--- src/rtl/multicycle_ctrl.sv ---
// Multi-cycle RV32I control sequencer: FETCH/DECODE/EXEC/MEM/WB over a req/ack memory port,
// with illegal-opcode and bus-timeout traps and a retired-instruction counter.
module multicycle_ctrl #(
  parameter int TIMEOUT_CYC = 16,
  parameter int CNT_W       = 32,
  parameter bit TRAP_EN     = 1'b1
) (
  input  logic             clk_w_i,
  input  logic             rst_w_i_l,
  input  logic [6:0]       opcode_w_i,
  input  logic             cmp_true_w_i_h,
  input  logic             mem_ack_w_i_h,
  input  logic             trap_clr_w_i_h,
  output logic             mem_req_w_o_h,
  output logic             mem_we_w_o_h,
  output logic             ir_wr_w_o_h,
  output logic             pc_wr_w_o_h,
  output logic             reg_write_w_o_h,
  output logic             alu_src_a_w_o,
  output logic             alu_src_b_w_o,
  output logic             mem_to_reg_w_o_h,
  output logic             imm_to_reg_w_o_h,
  output logic             pc_to_reg_w_o,
  output logic             trap_w_o_h,
  output logic [1:0]       trap_cause_w_o,
  output logic [2:0]       state_w_o,
  output logic [CNT_W-1:0] instr_cnt_w_o
);

  typedef enum logic [2:0] {
    S_IDLE   = 3'd0,
    S_FETCH  = 3'd1,
    S_DECODE = 3'd2,
    S_EXEC   = 3'd3,
    S_MEM    = 3'd4,
    S_WB     = 3'd5,
    S_TRAP   = 3'd6
  } state_t;

  localparam logic [1:0] CAUSE_NONE    = 2'b00;
  localparam logic [1:0] CAUSE_ILLEGAL = 2'b01;
  localparam logic [1:0] CAUSE_TIMEOUT = 2'b10;

  localparam int TO_W = (TIMEOUT_CYC > 2) ? $clog2(TIMEOUT_CYC) : 1;
  localparam logic [TO_W-1:0] TO_LAST = TO_W'(TIMEOUT_CYC - 1);

  state_t           state_q, state_nxt;
  logic [1:0]       cause_q, cause_nxt;
  logic [TO_W-1:0]  to_cnt_q;
  logic [CNT_W-1:0] instr_cnt_q;

  logic is_jal, is_jalr, is_lui, is_auipc, is_branch;
  logic is_store, is_load, is_opimm, is_op, is_legal;

  assign is_jal    = (opcode_w_i == 7'b1101111);
  assign is_jalr   = (opcode_w_i == 7'b1100111);
  assign is_lui    = (opcode_w_i == 7'b0110111);
  assign is_auipc  = (opcode_w_i == 7'b0010111);
  assign is_branch = (opcode_w_i == 7'b1100011);
  assign is_store  = (opcode_w_i == 7'b0100011);
  assign is_load   = (opcode_w_i == 7'b0000011);
  assign is_opimm  = (opcode_w_i == 7'b0010011);
  assign is_op     = (opcode_w_i == 7'b0110011);
  assign is_legal  = is_jal | is_jalr | is_lui | is_auipc | is_branch |
                     is_store | is_load | is_opimm | is_op;

  // Strobes are Mealy outputs of the registered state; IDLE (the reset state) drives none,
  // so an asserted reset zeroes every strobe without waiting for a clock.
  always_comb begin
    // NOTE: every output gets a default before the case so no path leaves one unassigned,
    // which would otherwise infer a latch.
    state_nxt        = state_q;
    cause_nxt        = cause_q;
    mem_req_w_o_h    = 1'b0;
    mem_we_w_o_h     = 1'b0;
    ir_wr_w_o_h      = 1'b0;
    pc_wr_w_o_h      = 1'b0;
    reg_write_w_o_h  = 1'b0;
    alu_src_a_w_o    = 1'b0;
    alu_src_b_w_o    = 1'b0;
    mem_to_reg_w_o_h = 1'b0;
    imm_to_reg_w_o_h = 1'b0;
    pc_to_reg_w_o    = 1'b0;

    if (state_q == S_EXEC || state_q == S_MEM || state_q == S_WB) begin
      alu_src_a_w_o = is_jal | is_jalr | is_auipc | is_branch;
      alu_src_b_w_o = is_jal | is_jalr | is_auipc | is_branch |
                      is_store | is_load | is_opimm;
    end

    unique case (state_q)
      S_IDLE:  state_nxt = S_FETCH;
      S_FETCH: begin
        mem_req_w_o_h = 1'b1;
        if (mem_ack_w_i_h) begin
          ir_wr_w_o_h = 1'b1;
          pc_wr_w_o_h = 1'b1;
          state_nxt   = S_DECODE;
        end
      end
      S_DECODE: begin
        if (is_legal) begin
          state_nxt = S_EXEC;
        end else if (TRAP_EN) begin
          state_nxt = S_TRAP;
          cause_nxt = CAUSE_ILLEGAL;
        end else begin
          state_nxt = S_FETCH;
        end
      end
      S_EXEC: begin
        state_nxt = S_FETCH;
        if (is_jal || is_jalr) begin
          reg_write_w_o_h = 1'b1;
          pc_to_reg_w_o   = 1'b1;
          pc_wr_w_o_h     = 1'b1;
        end else if (is_branch) begin
          pc_wr_w_o_h = cmp_true_w_i_h;
        end else if (is_lui) begin
          reg_write_w_o_h  = 1'b1;
          imm_to_reg_w_o_h = 1'b1;
        end else if (is_auipc || is_op || is_opimm) begin
          reg_write_w_o_h = 1'b1;
        end else if (is_load || is_store) begin
          state_nxt = S_MEM;
        end
      end
      S_MEM: begin
        mem_req_w_o_h = 1'b1;
        mem_we_w_o_h  = is_store;
        if (mem_ack_w_i_h) state_nxt = is_load ? S_WB : S_FETCH;
      end
      S_WB: begin
        reg_write_w_o_h  = 1'b1;
        mem_to_reg_w_o_h = 1'b1;
        state_nxt        = S_FETCH;
      end
      S_TRAP: begin
        if (trap_clr_w_i_h) begin
          state_nxt = S_FETCH;
          cause_nxt = CAUSE_NONE;
        end
      end
      default: state_nxt = S_IDLE;
    endcase

    // An ack in the last allowed cycle completes the request instead of trapping.
    if (TRAP_EN && mem_req_w_o_h && !mem_ack_w_i_h && to_cnt_q == TO_LAST) begin
      state_nxt = S_TRAP;
      cause_nxt = CAUSE_TIMEOUT;
    end
  end

  // NOTE: state registers use non-blocking assignments so every flop samples pre-edge values.
  always_ff @(posedge clk_w_i or negedge rst_w_i_l) begin
    if (!rst_w_i_l) begin
      state_q     <= S_IDLE;
      cause_q     <= CAUSE_NONE;
      to_cnt_q    <= '0;
      instr_cnt_q <= '0;
    end else begin
      state_q <= state_nxt;
      cause_q <= cause_nxt;

      // Any state change (entry to FETCH/MEM included) or an ack restarts the wait count.
      if (state_nxt != state_q || mem_ack_w_i_h) to_cnt_q <= '0;
      else if (mem_req_w_o_h)                    to_cnt_q <= to_cnt_q + TO_W'(1);

      if (state_nxt == S_FETCH &&
          (state_q == S_DECODE || state_q == S_EXEC || state_q == S_MEM || state_q == S_WB))
        instr_cnt_q <= instr_cnt_q + CNT_W'(1);
    end
  end

  assign trap_w_o_h     = (state_q == S_TRAP);
  assign trap_cause_w_o = cause_q;
  assign state_w_o      = state_q;
  assign instr_cnt_w_o  = instr_cnt_q;

endmodule

--- config.mk ---
export PLATFORM = sky130hd
export DESIGN_NAME = multicycle_ctrl
export DESIGN_NICKNAME = d
export VERILOG_FILES = /design/src/rtl/multicycle_ctrl.sv
export SDC_FILE = /design/constraint.sdc
export NUM_CORES = 1
export LEC_CHECK = 0
export ABC_AREA = 1
export CORE_MARGIN = 8
export CORE_UTILIZATION = 25
export CTS_BUF_LIST = sky130_fd_sc_hd__clkbuf_16
export DETAILED_ROUTE_END_ITERATION = 7
export PLACE_DENSITY = 0.47
export SETUP_SLACK_MARGIN = 0.02
export SLEW_MARGIN = 20
export SYNTH_ARGS = -nofsm -noshare
export SYNTH_HDL_FRONTEND = slang
export SYNTH_SLANG_ARGS = --single-unit
--- constraint.sdc ---
create_clock -name clk_w_i -period 1.65 [get_ports clk_w_i]
set_input_delay 0.33 -clock clk_w_i [delete_from_list [all_inputs] [get_ports clk_w_i]]
set_output_delay 0.33 -clock clk_w_i [all_outputs]
set_load 0.05 [all_outputs]
==> summary.txt, run 1 <==
Worst setup path
  • CP Class: reg2out
  • Worst Path Arrival: 1.67 ns
  • R2R depth: 12
  • CP Launch Type: flop
  • Buf/Inv on CP: 4
  • R2r setup slk: -0.33 ns
  • Worst r2r src: state_w_o[0]$_DFF_PN0_
  • Critical path's top delay family: flip-flops
  • Critical-path cell with the highest stage delay: dfrtp_4
  • Crit path depth: 7
  • RR Endpoint: instr_cnt_w_o[9]$_DFFE_PN0P_
  • Critical Path, Cell by Cell: buf_6 > nand3_4 > inv_4 > nor3_4 > or2_4 > clkinvlp_4 > buf_12
  • Max stage delay on crit path: 0.51 ns
  • Worst Path Required: 1.32 ns
  • CP Capture Type: output port
  • Worst Path Max Fanout: 4

Power and ir drop
  • Comb pwr share: 62.2%
  • VDD IR-drop max: 1140 uV
  • Leak: 0.00260 uW
  • Psw: 2570 uW
  • PwrDens: 1170 mW/mm2
  • Clock group share of total power: 17.4%
  • P_int: 3720 uW
  • Sw frac: 40.9%
  • Flop pwr share: 20.5%

Floorplanning
  • Initial Utilization: 25.5%
  • Core ar.: 0.0108 mm2
  • Site Rows: 38
  • Ports: 60
  • Die height: 121 um
  • Die ar.: 0.0146 mm2
  • Die width: 121 um

Placement
  • Cell total after placement: 665
  • Post-Place Worst Slack: -0.672 ns
  • Input/output buffers: 59
  • DPL Wire Length: 7000 um
  • Area after DPL: 0.00469 mm2
  • GPL Wtd Cong: 0.929

CTS
  • Clk root buf: clkbuf_16
  • Max H-tree Level: 2
  • TritonCTS Buffers: 5
  • TritonCTS clock tree: yes
  • # hold bufs at CTS: 0
  • Reg clk slew, reported paths: 0.06 ns
  • Clk_lat worst skew: 0.28 ns
  • TritonCTS Sinks: 41
  • Worst-case clock buffer depth: 2

Drt
  • Post-route DRC: 0
  • DR pass1 iterations: 4
  • ANT nets after route: 0
  • Initial drt markers: 136
  • Routed len/inst: 14.3 um
  • Post-Route WL: 9910 um
  • Vias post-DR: 3130
  • Drt via density: 4.51

Synth
  • Synthesized area: 0.00275 mm2
  • Async S/R FF share, synth: 100%
  • Register bit total from synthesis: 41
  • Synth warnings: 0
  • Most frequent cells after synthesis: nand2_1, dfrtp_1, nor2_1
  • Yosys top cell by area: dfrtp_1
  • Register area share after synthesis: 37.3%
  • Synth top area share: 37.3%
  • Synthesized Nets: 409
  • Post-synth EDFFs: 0
  • Avg Cell Area, Syn: 6.96 um2
  • Synth top area cells: dfrtp_1, nand2_1, xor2_1
  • Most common cell in the synthesized netlist: nand2_1
  • Mapped Cells: 395
  • Yosys cell types: 33
  • Ys flop type: dfrtp_1

Final layout
  • Nets: 567
  • Fin cells: 694
  • Number of diodes: 0
  • Share of cells above drive strength 1: 42.8%
  • Design Area, Final: 0.00539 mm2
  • Filler cell count: 980
  • Area grow syn2layout: 96.0%

GRT
  • Vias in the first global route: 3175
  • GRT Total Usage: 13.3%
  • Global-route wire length before repair: 15800 um
  • Initial antenna violation count: 0
  • GR Overflow Total: 0
  • Pin count of the biggest net entering global routing: 33

Timing
  • Worst setup margin: -0.346 ns
  • Final setup viols: 47
  • Setup TNS: -12.71 ns
  • Minimum clock period: 2.00 ns
  • Worst Clk Skew: 0.00803 ns
  • Final hold violation count: 2
  • Final worst-path cycle share: 121%
  • Final hold slack: -0.000775 ns
  • Max frequency: 0.501 GHz
  • RSZ-0062 raised after global routing: true
  • Slew Viols, Final: 0
  • Worst Max-Slew Pin Slew: 0.476 ns
  • Rel. slew slack: 68.3%

Min path
  • Worst hold path type: in2async

Status
  • Status: complete, but fails checks
  • Failing checks: negative hold slack, negative setup slack

Run
  • Max-Cap Viols: 0
==> state kept, by name, indices dropped and copies added, names as in the netlist <==
name / flops
state_w_o: 3
to_cnt_q: 4
trap_cause_w_o: 2
instr_cnt_w_o: 32
==> kinds of logic after synthesis <==
kind of cell | synth area share, %
buffers and inverters | 6.83
flip-flops | 37.3
multiplexers | 0.364
AO/OA/AOI/OAI | 2.64
XOR/XNOR | 10.5
AND/OR/NAND/NOR | 41.4
adder cells (fa/ha/maj) | 0.910
==> worst max-delay path by stage <==
stage | from | endpoint | slack (ns)
after CTS | state_w_o[2]$_DFF_PN0_ | alu_src_a_w_o | -0.34
after global placement | opcode_w_i[2] | instr_cnt_w_o[0]$_DFFE_PN0P_ | -0.64
after global routing | state_w_o[0]$_DFF_PN0_ | instr_cnt_w_o[15]$_DFFE_PN0P_ | -0.43
after floorplan | state_w_o[2]$_DFF_PN0_ | reg_write_w_o_h | -0.38
after detailed placement | opcode_w_i[3] | instr_cnt_w_o[20]$_DFFE_PN0P_ | -0.67
final | state_w_o[1]$_DFF_PN0_ | alu_src_a_w_o | -0.35
==> area by class of cell <==
class,instances,area [um2],share of cell area (%)
clock buffers,5,125,2.32
multi-input cells,312,1880,34.9
repair buffers,161,1990,36.9
inverters,32,140,2.60
clock inverters,3,37.5,0.697
flip-flops and latches,41,1040,19.2
well taps,140,175,3.25
==> worst reg2reg max path, delay by kind of cell, from the launching register on <==
family / cells / cell delay, ns
flops: 1 / 0.52
buf+inv: 4 / 0.63
simple gates: 8 / 0.73
==> per-layer routing <==
layer / wire length (um) / global-route usage (%)
met1: 4710 / 18.0
met2: 4450 / 20.6
met3: 615 / 3.40
met4: 138 / 3.43
met5: 0 / 0
==> through the flow <==
step | utilization (%) | hold slack, ns | power (uW)
after floorplan | - | 0.0344 | 2910
after CTS | 47.5 | 0.00776 | 5820
after global placement | 43.4 | 0.312 | 4240
final | 49.9 | -0.000775 | 6290
after global routing | 49.9 | 0.0296 | 6600
after detailed placement | 43.4 | 0.315 | 4260
==> layout by cell type, fill, tap and decap left out, types with 12 or more instances in the layout <==
master,netlist,layout
nor2_1,39,27
buf_12,0,49
inv_1,29,21
nor3_1,23,19
nand2_2,2,19
nand2_1,155,129
xnor2_1,12,12
buf_6,3,16
nand3_1,20,14
buf_4,1,80
nand4_1,12,12
xor2_1,21,21
dfrtp_1,41,36
==> power groups by stage <==
stage	registers [uW]	clock network, uW	logic, uW
3_5_place_dp	1290	0	2970
4_1_cts	1270	1130	3420
3_3_place_gp	1290	0	2950
2_1_floorplan	1600	0	1310
5_1_grt	1300	1170	4120
6_report	1290	1090	3910
==> what timing repair did <==
action | 4_1_cts | 5_1_grt
resized for setup | 51 | 43
cloned | 2 | 4
pin swaps | 20 | 13
setup endpoints to repair | 50 | 49
setup buffers | 12 | 4
(Power assumes the default switching activity.)
==> run 2, diff against run 1 <==
- ABC_CLOCK_PERIOD_IN_PS: not set -> 1650
==> results of run 2 <==
Same layout as run 1: the final DEF is identical, and so are final timing and power.
==> run 3, diff against run 2 <==
- CORE_MARGIN: 8 -> not set
- TNS_END_PERCENT: not set -> 100
==> summary.txt, run 3 (synthesis gave the netlist of run 1 again) <==
Final layout
  • Number of diodes: 0 (unchanged)
  • Reg area: 0.00104 mm2 (unchanged)
  • Area grow syn2layout: 93.8% (was 96.0%)
  • Most common cell after layout, fill and taps aside: nand2_1 (unchanged)
  • Nets: 576 (was 567)
  • Share of cells above drive strength 1: 40.1% (was 42.8%)
  • Max FFs per register: 32 (unchanged)
  • Multi-input logic area: 0.00180 mm2 (was 0.00188 mm2)
  • Commonest cells after routing, fill and taps aside: nand2_1, buf_4, buf_12 (unchanged)
  • Design Area, Final: 0.00533 mm2 (was 0.00539 mm2)
  • Filler cell count: 986 (was 980)

Timing
  • Worst Clk Skew: 0.0105 ns (was 0.00803 ns)
  • Rel. slew slack: 70.8% (was 68.3%)
  • Slew Viols, Final: 0 (unchanged)
  • Final setup viols: 48 (was 47)
  • Setup TNS: -13.71 ns (was -12.71 ns)
  • Final worst-path cycle share: 122% (was 121%)
  • Worst Max-Slew Pin Slew: 0.435 ns (was 0.476 ns)
  • Final hold slack: 0.514 ns (was -0.000775 ns)
  • Minimum clock period: 2.01 ns (was 2.00 ns)
  • Final hold violation count: 0 (was 2)
  • Worst setup margin: -0.365 ns (was -0.346 ns)
  • RSZ-0062 raised after global routing: true (unchanged)
  • Max frequency: 0.496 GHz (was 0.501 GHz)

Status
  • Status: complete, but fails checks (unchanged)
  • Failing checks: negative setup slack (was negative hold slack, negative setup slack)

Drt
  • ANT nets after route: 0 (unchanged)
  • Post-Route WL: 9490 um (was 9910 um)
  • DR pass1 iterations: 4 (unchanged)
  • Post-route DRC: 0 (unchanged)
  • Drt via density: 4.51 (about the same)
  • Vias post-DR: 3153 (was 3130)
  • Routed len/inst: 13.6 um (was 14.3 um)
  • Initial drt markers: 93 (was 136)

Floorplanning
  • Site Rows: 37 (was 38)
  • Die ar.: 0.0114 mm2 (was 0.0146 mm2)
  • Ports: 60 (unchanged)
  • Core ar.: 0.0105 mm2 (was 0.0108 mm2)
  • Die height: 107 um (was 121 um)
  • Die width: 107 um (was 121 um)
  • Initial Utilization: 26.2% (was 25.5%)

Worst setup path
  • Critical-path cell with the highest stage delay: dfrtp_4 (unchanged)
  • Worst Path Max Fanout: 6 (was 4)
  • Critical path's top delay family: flip-flops (unchanged)
  • Max stage delay on crit path: 0.55 ns (was 0.51 ns)
  • CP most frequent cell: clkinvlp_4
  • Critical Path, Cell by Cell: nand3_4 > clkinvlp_4 > nor3_4 > or2_4 > clkinvlp_4 > buf_12 (was buf_6 > nand3_4 > inv_4 > nor3_4 > or2_4 > clkinvlp_4 > buf_12)
  • CP Launch Type: flop (unchanged)
  • Worst Path Required: 1.32 ns (about the same)
  • Worst Path Arrival: 1.68 ns (was 1.67 ns)
  • CP Class: reg2out (unchanged)
  • CP Capture Type: output port (unchanged)
  • Buf/Inv on CP: 3 (was 4)
  • R2r setup slk: -0.35 ns (was -0.33 ns)

Power and ir drop
  • VDD IR-drop max: 838 uV (was 1140 uV)
  • Leak: 0.00259 uW (was 0.00260 uW)
  • PwrDens: 1160 mW/mm2 (was 1170 mW/mm2)
  • Tot Pwr: 6160 uW (was 6290 uW)

Placement
  • DPL Wire Length: 6850 um (was 7000 um)
  • Input/output buffers: 59 (unchanged)
  • GPL Wtd Cong: 0.900 (was 0.929)
  • Area after DPL: 0.00473 mm2 (was 0.00469 mm2)
  • Post-Place Worst Slack: -0.671 ns (was -0.672 ns)

GRT
  • GR Overflow Total: 0 (unchanged)
  • Initial antenna violation count: 0 (unchanged)
  • Pin count of the biggest net entering global routing: 33 (unchanged)
  • Vias in the first global route: 3063 (was 3175)
  • Global-route wire length before repair: 15400 um (was 15800 um)
  • GRT Total Usage: 17.0% (was 13.3%)

CTS
  • TritonCTS clock tree: yes (unchanged)
  • Max H-tree Level: 2 (unchanged)
  • TritonCTS Buffers: 5 (unchanged)
  • Clk root buf: clkbuf_16 (unchanged)
  • Worst-case clock buffer depth: 2 (unchanged)
  • TritonCTS Sinks: 41 (unchanged)
  • Reg clk slew, reported paths: 0.06 ns (about the same)
  • Clk_lat worst skew: 0.28 ns (about the same)

Run
  • Max-Cap Viols: 0 (unchanged)

Min path
  • Worst hold path type: in2async (unchanged)
[run 3: final timing paths]
path | startpoint | to | cells past startpoint
max | state_w_o[0]$_DFF_PN0_ | alu_src_a_w_o | 6
min | rst_w_i_l | instr_cnt_w_o[31]$_DFFE_PN0P_ | 2
max reg2reg | state_w_o[2]$_DFF_PN0_ | instr_cnt_w_o[22]$_DFFE_PN0P_ | 13
min reg2reg | trap_cause_w_o[1]$_DFFE_PN0P_ | trap_cause_w_o[1]$_DFFE_PN0P_ | 2
max in group asynchronous | rst_w_i_l | instr_cnt_w_o[0]$_DFFE_PN0P_ | 3
min in group clk_w_i | trap_cause_w_o[1]$_DFFE_PN0P_ | trap_cause_w_o[1]$_DFFE_PN0P_ | 2
[run 3: metrics by stage]
step / utilization [%] / cells
floorplan: - / 395
global placement: 45.0 / 669
detailed placement: 45.0 / 669
CTS: 48.6 / 687
global route: 50.7 / 699
finish: 50.7 / 699
[run 3: timing repair]
action,4_1_cts,5_1_grt
pin swaps,16,6
hold endpoints to repair,14,0
hold buffers,1,0
setup buffers,8,12
cloned,1,1
gates resized for setup,41,31
setup endpoints to repair,49,50
[run 3: metal layers]
| metal | track usage (%) | up-vias | wire (um) |
|---|---|---|---|
| met5 | 0 | - | 0 |
| met3 | 2.61 | 4 | 323 |
| met4 | 2.74 | 0 | 54 |
| met2 | 26.9 | 55 | 4350 |
| li1 | - | 1599 | - |
| met1 | 24.5 | 1495 | 4760 |
[run 3: cell type report]
| type | count | share of cell area (%) |
|---|---|---|
| inverters | 32 | 2.77 |
| clock inverters | 3 | 0.705 |
| multi-input cells | 312 | 33.9 |
| repair buffers | 170 | 37.7 |
| well taps | 136 | 3.19 |
| flip-flops and latches | 41 | 19.5 |
| clock buffers | 5 | 2.35 |
[run 3: power breakdown]
group / switching [uW] / internal (uW)
Combinational: 1910 / 1850
Sequential: 173 / 1130
Clock: 387 / 703
[run 3: worst register-to-register path: cells and delay by family (launching register included)]
kind          cells  cell delay [ns]
buf+inv           4             0.49
flops             1             0.51
simple gates      9             0.94
